## config.mk

```make
export PLATFORM = sky130hd
export DESIGN_NAME = dig_scan_ctrl
export DESIGN_NICKNAME = d
export VERILOG_FILES = /design/src/rtl/dig_scan_ctrl_pkg.sv /design/src/rtl/dig_scan_ctrl.sv
export SDC_FILE = /design/constraint.sdc
export NUM_CORES = 1
export LEC_CHECK = 0
export CORE_UTILIZATION = 30
export DETAILED_ROUTE_END_ITERATION = 16
export SYNTH_ARGS = -nofsm -noshare
export SYNTH_HDL_FRONTEND = slang
export SYNTH_SLANG_ARGS = --single-unit
```

## constraint.sdc

```tcl
create_clock -name clk_i -period 2.5 [get_ports clk_i]
set_clock_uncertainty 0.2 [all_clocks]
set_input_delay 0.375 -clock clk_i [delete_from_list [all_inputs] [get_ports clk_i]]
set_output_delay 0.375 -clock clk_i [all_outputs]
set_load 0.02 [all_outputs]
```

## src/rtl/dig_scan_ctrl_pkg.sv

```systemverilog
// Shared definitions for the seven-segment scan scheduler: bus address,
// register reset values, FSM state encoding and a one-hot helper.
package dig_scan_ctrl_pkg;

    localparam logic [31:0] PERI_ADDR_DIG_CTRL = 32'h0000_0040;
    localparam logic [7:0]  DSC_MASK_RST       = 8'hFF;
    localparam logic        DSC_RUN_RST        = 1'b1;

    typedef enum logic [1:0] {
        DSC_IDLE  = 2'd0,
        DSC_SHOW  = 2'd1,
        DSC_BLANK = 2'd2
    } dsc_state_e;

    function automatic logic [7:0] onehot8(input logic [2:0] i);
        return 8'b0000_0001 << i;
    endfunction

endpackage

```

## src/rtl/dig_scan_ctrl.sv

```systemverilog
// Digit scan scheduler: control register (mask, run), SHOW/BLANK slot FSM,
// slot counter and digit index counter for an 8-digit seven-segment display.
module dig_scan_ctrl
    import dig_scan_ctrl_pkg::*;
#(
    parameter int NUM_DIG   = 8,
    parameter int SHOW_CYC  = 50000,
    parameter int BLANK_CYC = 500,
    parameter int CNT_W     = 32
) (
    input  logic        clk_i,
    input  logic        rst_n_i,
    input  logic        we_i,
    input  logic [31:0] addr_i,
    input  logic [31:0] data_i,
    output logic [31:0] rdata_o,
    output logic [2:0]  nibble_sel_o,
    output logic [7:0]  dig_en_o,
    output logic        blank_o,
    output logic        frame_done_o
);

    localparam logic [CNT_W-1:0] SHOW_LAST  = CNT_W'(SHOW_CYC - 1);
    localparam logic [CNT_W-1:0] BLANK_LAST = (BLANK_CYC > 0) ? CNT_W'(BLANK_CYC - 1) : '0;
    localparam logic [CNT_W-1:0] CNT_ONE    = CNT_W'(1);
    localparam logic [2:0]       IDX_LAST   = 3'(NUM_DIG - 1);
    localparam bit               NO_BLANK   = (BLANK_CYC == 0);

    dsc_state_e       state_q, state_d;
    logic [2:0]       idx_q, idx_d, idx_nxt;
    logic [CNT_W-1:0] cnt_q, cnt_d;
    logic [7:0]       mask_q, mask_d;
    logic             run_q, run_d;
    logic             wr_hit;
    logic             advance;
    logic             unused_data;

    // Bus writes are single-cycle strobes with no ready: a matching write is
    // always accepted on the edge that samples we_i high.
    assign wr_hit      = we_i && (addr_i == PERI_ADDR_DIG_CTRL);
    assign mask_d      = wr_hit ? data_i[7:0] : mask_q;
    assign run_d       = wr_hit ? data_i[8]   : run_q;
    assign unused_data = ^data_i[31:9];

    assign idx_nxt = (idx_q == IDX_LAST) ? 3'd0 : idx_q + 3'd1;
    assign advance = ((state_q == DSC_SHOW)  && (cnt_q == SHOW_LAST) && NO_BLANK) ||
                     ((state_q == DSC_BLANK) && (cnt_q == BLANK_LAST));

    always_ff @(posedge clk_i or negedge rst_n_i) begin
        if (!rst_n_i) begin
            state_q <= DSC_IDLE;
            idx_q   <= 3'd0;
            cnt_q   <= '0;
            mask_q  <= DSC_MASK_RST;
            run_q   <= DSC_RUN_RST;
        end else begin
            state_q <= state_d;
            idx_q   <= idx_d;
            cnt_q   <= cnt_d;
            mask_q  <= mask_d;
            run_q   <= run_d;
        end
    end

    // The incoming run value steers the FSM so a stop lands on the same edge
    // as the write, overriding any slot boundary.
    always_comb begin
        state_d = state_q;
        idx_d   = idx_q;
        cnt_d   = cnt_q;
        if (!run_d) begin
            state_d = DSC_IDLE;
            idx_d   = 3'd0;
            cnt_d   = '0;
        end else begin
            case (state_q)
                DSC_IDLE: begin
                    state_d = DSC_SHOW;
                    idx_d   = 3'd0;
                    cnt_d   = '0;
                end
                DSC_SHOW: begin
                    if (cnt_q == SHOW_LAST) begin
                        cnt_d = '0;
                        if (NO_BLANK) begin
                            idx_d = idx_nxt;
                        end else begin
                            state_d = DSC_BLANK;
                        end
                    end else begin
                        cnt_d = cnt_q + CNT_ONE;
                    end
                end
                DSC_BLANK: begin
                    if (cnt_q == BLANK_LAST) begin
                        state_d = DSC_SHOW;
                        cnt_d   = '0;
                        idx_d   = idx_nxt;
                    end else begin
                        cnt_d = cnt_q + CNT_ONE;
                    end
                end
                default: begin
                    state_d = DSC_IDLE;
                    idx_d   = 3'd0;
                    cnt_d   = '0;
                end
            endcase
        end
    end

    assign dig_en_o     = (state_q == DSC_SHOW) ? (onehot8(idx_q) & mask_q) : 8'h00;
    assign blank_o      = (state_q != DSC_SHOW);
    assign frame_done_o = advance && (idx_q == IDX_LAST) && run_d;
    assign nibble_sel_o = idx_q;
    assign rdata_o      = {13'b0, idx_q, 7'b0, run_q, mask_q};

endmodule

```

==> results of run 1 <==
==> worst max-delay path, stage by stage <==
cell             delay (ps)
clkdlybuf4s50_1         390
nor4_1                  250
nand3b_1                220
o31a_1                  370
nor2_2                  130
nor2_1                   50
buf_4                   150
==> layout make-up <==
| class | instances | share of cell area, % |
|---|---|---|
| inverters | 12 | 1.129 |
| clock inverters | 2 | 0.2441 |
| well taps | 108 | 3.296 |
| clock buffers | 6 | 1.770 |
| flip-flops and latches | 46 | 28.41 |
| repair buffers | 127 | 27.40 |
| multi-input cells | 229 | 37.75 |
==> worst max path at each step <==
stage                        end  slack (ps)  cells past startpoint
global route        frame_done_o        -160                      6
floorplan            dig_en_o[1]         210                      5
global placement    frame_done_o        -610                      7
detailed placement  frame_done_o        -670                      7
finish              frame_done_o         -20                      7
CTS                 frame_done_o         -20                      7
==> registers in the layout (all words and copies together), names as in the netlist <==
register / flops
mask_q: 8
state_q: 2
cnt_q: 32
nibble_sel_o: 3
run_q: 1
==> cells by family after synthesis <==
kind of cell | share of synthesized area [%]
simple gates | 27.45
flops | 41.27
buf+inv | 10.35
xor+xnor | 8.707
compound gates | 3.998
fa+ha+maj | 4.887
mux | 3.199
other cells | 0.1331
==> placed cells by master (no fill, tap or decap), types with 11 or more instances in the layout <==
cell type	instances
conb_1	20
nand2_1	14
clkdlybuf4s50_1	42
nand4_1	14
nand3_1	16
xnor2_1	13
buf_4	58
inv_1	11
nor4_1	12
xor2_1	15
nor2_1	39
dlygate4sd2_1	18
ha_1	11
dfrtp_1	35
==> per-stage QoR <==
step | TNS (ps) | utilization (%)
6_report | -17.49 | 46.12
5_1_grt | -244.7 | 46.12
4_1_cts | -24.22 | 45.17
3_5_place_dp | -8247 | 43.61
3_3_place_gp | -6221 | 43.61
2_1_floorplan | 0 | -
==> power by group through the flow <==
stage	logic, mW	registers (mW)	clock network (mW)
after floorplan	0.0535	0.759	0
after global placement	0.113	0.758	0
after detailed placement	0.115	0.758	0
after CTS	0.113	0.744	0.470
after global routing	0.122	0.744	0.494
final	0.112	0.744	0.444
==> timing repair <==
item / in CTS / in global routing
setup buffers: 1 / 2
endpoints found under the setup margin: 41 / 34
pin swaps: 13 / 13
endpoints found under the hold margin: 37 / 0
hold buffers: 1 / 0
gates resized for setup: 35 / 15
==> layer usage <==
| layer | wire, um | part of all wire, % | global-route usage, % |
|---|---|---|---|
| met2 | 3549 | 50 | 27.27 |
| met5 | 0 | 0 | 0 |
| met4 | 66 | 0.93 | 3.444 |
| met3 | 403 | 5.7 | 2.979 |
| met1 | 3096 | 44 | 18.02 |
==> key figures, run 1 <==
Place
  • Gp weighted congestion: approximately 0.74
  • Port bufs: 68
  • Inst Count DP: just over 500
  • Placed inst area: between 3000 and 4000 um^2
  • DP Worst Slack: -669.2 ps
  • Detailed-placement wirelength estimate: 5281 um

Critical path
  • Largest fanout on the critical path: 3
  • Reg2reg path depth: 7
  • Worst EP required: 1920 ps
  • Reg2Reg Capture Point: state_q[0]
  • Critical Path AT: 1940 ps
  • CP startpoint kind: input pin
  • WS Path Type: in2out
  • RR Startpoint: cnt_q[28]
  • R2r setup slk: around 30 ps
  • Worst Setup End Kind: output pin
  • Crit path from: addr_i[15]

Routing
  • Per-cell routed wire length: 13.43 um
  • DRC errors left: 0
  • DR vias: between 2,000 and 3,000
  • DR vias/cell: between 4 and 5
  • First drt pass iteration count: 4
  • Drt initial violations: a little over 60
  • Routed wire length: around 7100 um
  • ANT nets after route: 0

Synthesis
  • Synth area leader: dfrtp_1
  • Mean Syn Cell Area: 9.326 um^2
  • Leading post-synthesis cells by instance count: 40 x nor2_1, 37 x dfrtp_1, 24 x buf_4
  • Sequential area share after synthesis: roughly two fifths
  • Count leader, synth: nor2_1
  • Synth area leaders: dfrtp_1 33%, dfstp_2 8.4%, buf_4 6.4%, nor2_1 5.3%, ha_1 4.9%
  • Number of synthesized flops with an enable pin: 0
  • Syn Inst Count: roughly 300
  • Yosys cell types: 39
  • Synthesis warning total: 0
  • Synthesized flop and latch total: 46
  • Asr flop ratio synth: 100.0%
  • Top_reg_cell synth: dfrtp_1
  • Synth top area share: 32.87%
  • Netlist Area Pre-Place: 2816 um^2

Clock tree
  • Clock slew at reported path FFs: roughly 80 ps
  • Root buffer cell: clkbuf_8
  • CTS tree: done
  • Clock sinks: 46
  • Number of buffers created by CTS: 5
  • Skew-Pair Late Insertion Delay: around 300 ps
  • # H-tree levels: 2
  • Clk buf depth: 2

Die
  • Ports: 112
  • Starting Density: a little under a third
  • Die height: about 100 um
  • Rows: 34
  • CORE AREA: 8891 um^2
  • Die X: roughly 99 um
  • Die ar.: 9779 um^2

STA
  • Final Max Tran Viols: 0
  • Max Clock Freq: 397.2 MHz
  • Max-slew headroom: around three fifths
  • Period minus WS final: between 2000 and 3000 ps
  • Setup violators final: 1
  • Final-report hold violation count: 0
  • Worst Max-Slew Pin Slew: just under 600 ps
  • Ratio of final minimum period to clock period: 100.7%
  • Hold slack: between 300 and 400 ps
  • PnR worst setup slack: -17.49 ps
  • RSZ-0062 raised after global routing: yes

Pwr
  • Power density over cell area: about 320 nW/um^2
  • Sequential share of power: 57.2%
  • Pwr Total: about 1.3 mW
  • Internal power: 0.9941 mW
  • Sw Ratio: 23.54%
  • Logic pwr share: 8.6%
  • Switching power: slightly above 0.3 mW
  • Leakage: roughly 1.8 nW
  • Clk pwr share: approximately a third
  • VDD IR-drop max: around 300 uV

Job
  • Number of max-cap violations: 0

Finish
  • N_diodes: 0
  • Final Instance Count excl. Fillers: 530
  • Multi-input gate area: approximately 1500 um^2
  • Share of layout cells above drive strength 1: between 20% and 30%
  • Register area: 1165 um^2
  • Fin area: between 4000 and 5000 um^2
  • # fillers: 871
  • Area growth from synthesis to layout: 45.58%
  • Layout Nets: between 400 and 500

Worst hold path
  • Hold Path Origin: cnt_q[0]
  • Worst Hold Depth: 2
  • Hold Path Sink: cnt_q[0]
  • Worst hold-check path type: reg2reg

Outcome
  • Failing checks: negative setup slack
  • Status: complete, but fails checks

Global route
  • First-pass GRT wire length: about 12,000 um
  • Largest net degree at the start of global routing: 47
  • Vias in the first global route: between 2,000 and 3,000
  • Antenna violations before repair: 0
  • GRT Util Overall: 14.95%
  • Global route total overflow: 0
No activity file was read; power rests on OpenSTA's default activity.
==> run 2, diff against run 1 <==
--- a/config.mk
+++ b/config.mk
@@ -7,6 +7,7 @@
 export LEC_CHECK = 0
 export CORE_UTILIZATION = 30
 export DETAILED_ROUTE_END_ITERATION = 16
+export REMOVE_ABC_BUFFERS = 1
 export SYNTH_ARGS = -nofsm -noshare
 export SYNTH_HDL_FRONTEND = slang
 export SYNTH_SLANG_ARGS = --single-unit
==> run 2 against run 1 <==
Compared with the run above:
- the run still ends with negative setup slack left
- combinational power about the same
- register-to-register slack better by 30 ps
- first-iteration DRC count up 13%
- largest power group unchanged
- routed wire length up 0.63%
- sequential cell count unchanged
- via count up 2.0%
- sequential share of layout area down 1.1 points
- cell count up 1.3%
- largest cell class unchanged
- highest routed layer unchanged
- die area unchanged
==> key figures, run 2 (same netlist as run 1, synthesis figures left out) <==
Outcome
  • Status: complete, but fails checks
  • Failing checks: negative setup slack

Place
  • Inst Count DP: 523 (+0.97%)
  • Detailed-placement wirelength estimate: 5332 um (+0.97%)
  • Port bufs: 68 (unchanged)
  • Placed inst area: 3915 um^2 (+0.97%)
  • DP Worst Slack: -608.8 ps (+60.46 ps)
  • Gp weighted congestion: 0.8042 (+8.6%)

Pwr
  • Pwr Total: 1.435 mW (+10%)
  • Internal power: 1.128 mW (+14%)
  • Logic pwr share: 8.0% (-0.6 points)
  • Clk pwr share: 40.1% (+5.9 points)
  • Power density over cell area: 336.8 nW/um^2 (+6.2%)
  • Sequential share of power: 51.8% (-5.4 points)
  • Leakage: 1.983 nW (+10%)
  • VDD IR-drop max: 238.5 uV (-20%)
  • Switching power: 0.3070 mW (+0.31%)
  • Sw Ratio: 21.39% (-2.2 points)

Global route
  • GRT Util Overall: 14.46% (-0.49 points)
  • Vias in the first global route: 2,564 (+2.5%)
  • Global route total overflow: 0 (unchanged)
  • Largest net degree at the start of global routing: 47 (unchanged)
  • Antenna violations before repair: 0 (unchanged)
  • First-pass GRT wire length: 11,410 um (-3.3%)

Critical path
  • Worst Setup End Kind: output pin
  • Reg2Reg Capture Point: state_q[0]
  • CP startpoint kind: input pin
  • Critical path capture point: frame_done_o
  • Worst EP required: 1920 ps (about the same)
  • RR Startpoint: cnt_q[7]
  • Largest fanout on the critical path: 2 (-1)
  • Reg2reg path depth: 5 (-2)
  • Critical Path AT: 1940 ps (about the same)
  • Crit path from: addr_i[29]
  • R2r setup slk: 60 ps (+30 ps)
  • WS Path Type: in2out

Die
  • Die ar.: 9779 um^2 (unchanged)
  • Die X: 98.89 um (unchanged)
  • Ports: 112 (unchanged)
  • Die height: 98.89 um (unchanged)
  • Starting Density: 31.68% (unchanged)
  • CORE AREA: 8891 um^2 (unchanged)
  • Rows: 34 (unchanged)

Routing
  • Routed wire length: 7161 um (+0.63%)
  • ANT nets after route: 0 (unchanged)
  • First drt pass iteration count: 4 (unchanged)
  • Drt initial violations: 70 (+13%)
  • DR vias/cell: 4.832 (+0.64%)
  • Per-cell routed wire length: 13.34 um (-0.68%)
  • DR vias: 2,595 (+2.0%)
  • DRC errors left: 0 (unchanged)

Finish
  • N_diodes: 0 (unchanged)
  • Fin area: 4262 um^2 (+3.9%)
  • Layout Nets: 506 (+1.4%)
  • Register area: 1164 um^2 (-0.11%)
  • Share of layout cells above drive strength 1: 27.51% (+2.6 points)
  • Top reg by flops: cnt_q
  • Final Instance Count excl. Fillers: 537 (+1.3%)
  • Area growth from synthesis to layout: 51.31%
  • Most frequent cells in the layout: 64 x buf_4, 38 x nor2_1, 36 x dfrtp_1
  • Most common cell after layout, fill and taps aside: buf_4
  • Multi-input gate area: 1565 um^2 (+1.1%)
  • Max reg flops: 32 (unchanged)
  • # fillers: 844 (-3.1%)

STA
  • Setup TNS: -13.89 ps (+3.594 ps)
  • PnR worst setup slack: -13.89 ps (+3.594 ps)
  • Final Max Tran Viols: 0 (unchanged)
  • RSZ-0062 raised after global routing: yes
  • Max Clock Freq: 397.8 MHz (+0.14%)
  • Setup violators final: 1 (unchanged)
  • Period minus WS final: 2514 ps (-3.594 ps)
  • Ratio of final minimum period to clock period: 100.6% (-0.14 points)
  • Max-slew headroom: 61.47% (+0.84 points)
  • Worst Max-Slew Pin Slew: 578.0 ps (-12.53 ps)
  • Final-report hold violation count: 0 (unchanged)

Clock tree
  • Clock sinks: 46 (unchanged)
  • # H-tree levels: 2 (unchanged)
  • Clock slew at reported path FFs: 70 ps (about the same)
  • Root buffer cell: clkbuf_8
  • Skew-Pair Late Insertion Delay: 310 ps (about the same)
  • CTS tree: done
  • Number of buffers created by CTS: 5 (unchanged)
  • Clk buf depth: 2 (unchanged)

Worst hold path
  • Worst hold-check path type: reg2reg
  • Worst Hold Depth: 2 (unchanged)

Job
  • Number of max-cap violations: 0 (unchanged)
[run 2: cell count changes in the layout (fill, tap and decap cells not counted), moves of 3 or more]
cell and change:
dlymetal6s2s_1 +17, dlygate4sd2_1 -11, clkdlybuf4s50_1 -7, buf_4 +6, clkinv_2 -3
[run 2: worst max-delay path: stages]
cell             delay, ps
clkdlybuf4s50_1        410
nor4_1                 210
nand4_1                180
buf_4                  170
o31a_1                 260
nor2_2                 160
nor2_2                  60
buf_6                  130
[run 2: per-layer routing]
metal / share of wire (%) / wire length (um) / track usage (%)
met3: 7.2 / 518 / 3.121
met4: 1.2 / 89 / 4.363
met2: 50 / 3546 / 26.20
met1: 42 / 3007 / 17.04
met5: 0 / 0 / 0
[run 2: power groups by stage]
stage	Sequential [mW]	Combinational, mW	Clock, mW
2_1_floorplan	0.759	0.0294	0
3_3_place_gp	0.758	0.112	0
3_5_place_dp	0.758	0.112	0
4_1_cts	0.744	0.115	0.595
5_1_grt	0.744	0.125	0.620
6_report	0.744	0.115	0.576
[run 2: layout make-up]
| class | instances | area share, % |
|---|---|---|
| tap | 108 | 3.171 |
| sequential | 46 | 27.30 |
| multi-input combinational | 229 | 36.73 |
| inverter | 12 | 1.057 |
| timing repair buffer | 134 | 29.01 |
| clock buffer | 7 | 2.026 |
| clock inverter | 1 | 0.7046 |
[run 2: repair_timing]
action	in CTS	in global routing
pin swaps	5	16
hold buffers	1	0
resized for setup	18	45
endpoints found under the hold margin	37	0
endpoints found under the setup margin	42	36
buffers inserted	1	4
[run 2: worst min-delay path by stage]
stage | start | to | slack, ps
after floorplan | rst_n_i | cnt_q[0] | -120
after global placement | rst_n_i | nibble_sel_o[1] | 310
after CTS | cnt_q[0] | cnt_q[0] | 340
final | cnt_q[0] | cnt_q[0] | 330
after global routing | cnt_q[0] | cnt_q[0] | 360
after detailed placement | rst_n_i | cnt_q[7] | 300
[run 2: through the flow]
| step | hold slack, ps | util, % |
|---|---|---|
| 6_report | 333.3 | 47.93 |
| 5_1_grt | 356.8 | 47.93 |
| 4_1_cts | 339.0 | 45.69 |
| 3_5_place_dp | 299.7 | 44.03 |
| 3_3_place_gp | 306.5 | 44.03 |
| 2_1_floorplan | -120.6 | - |
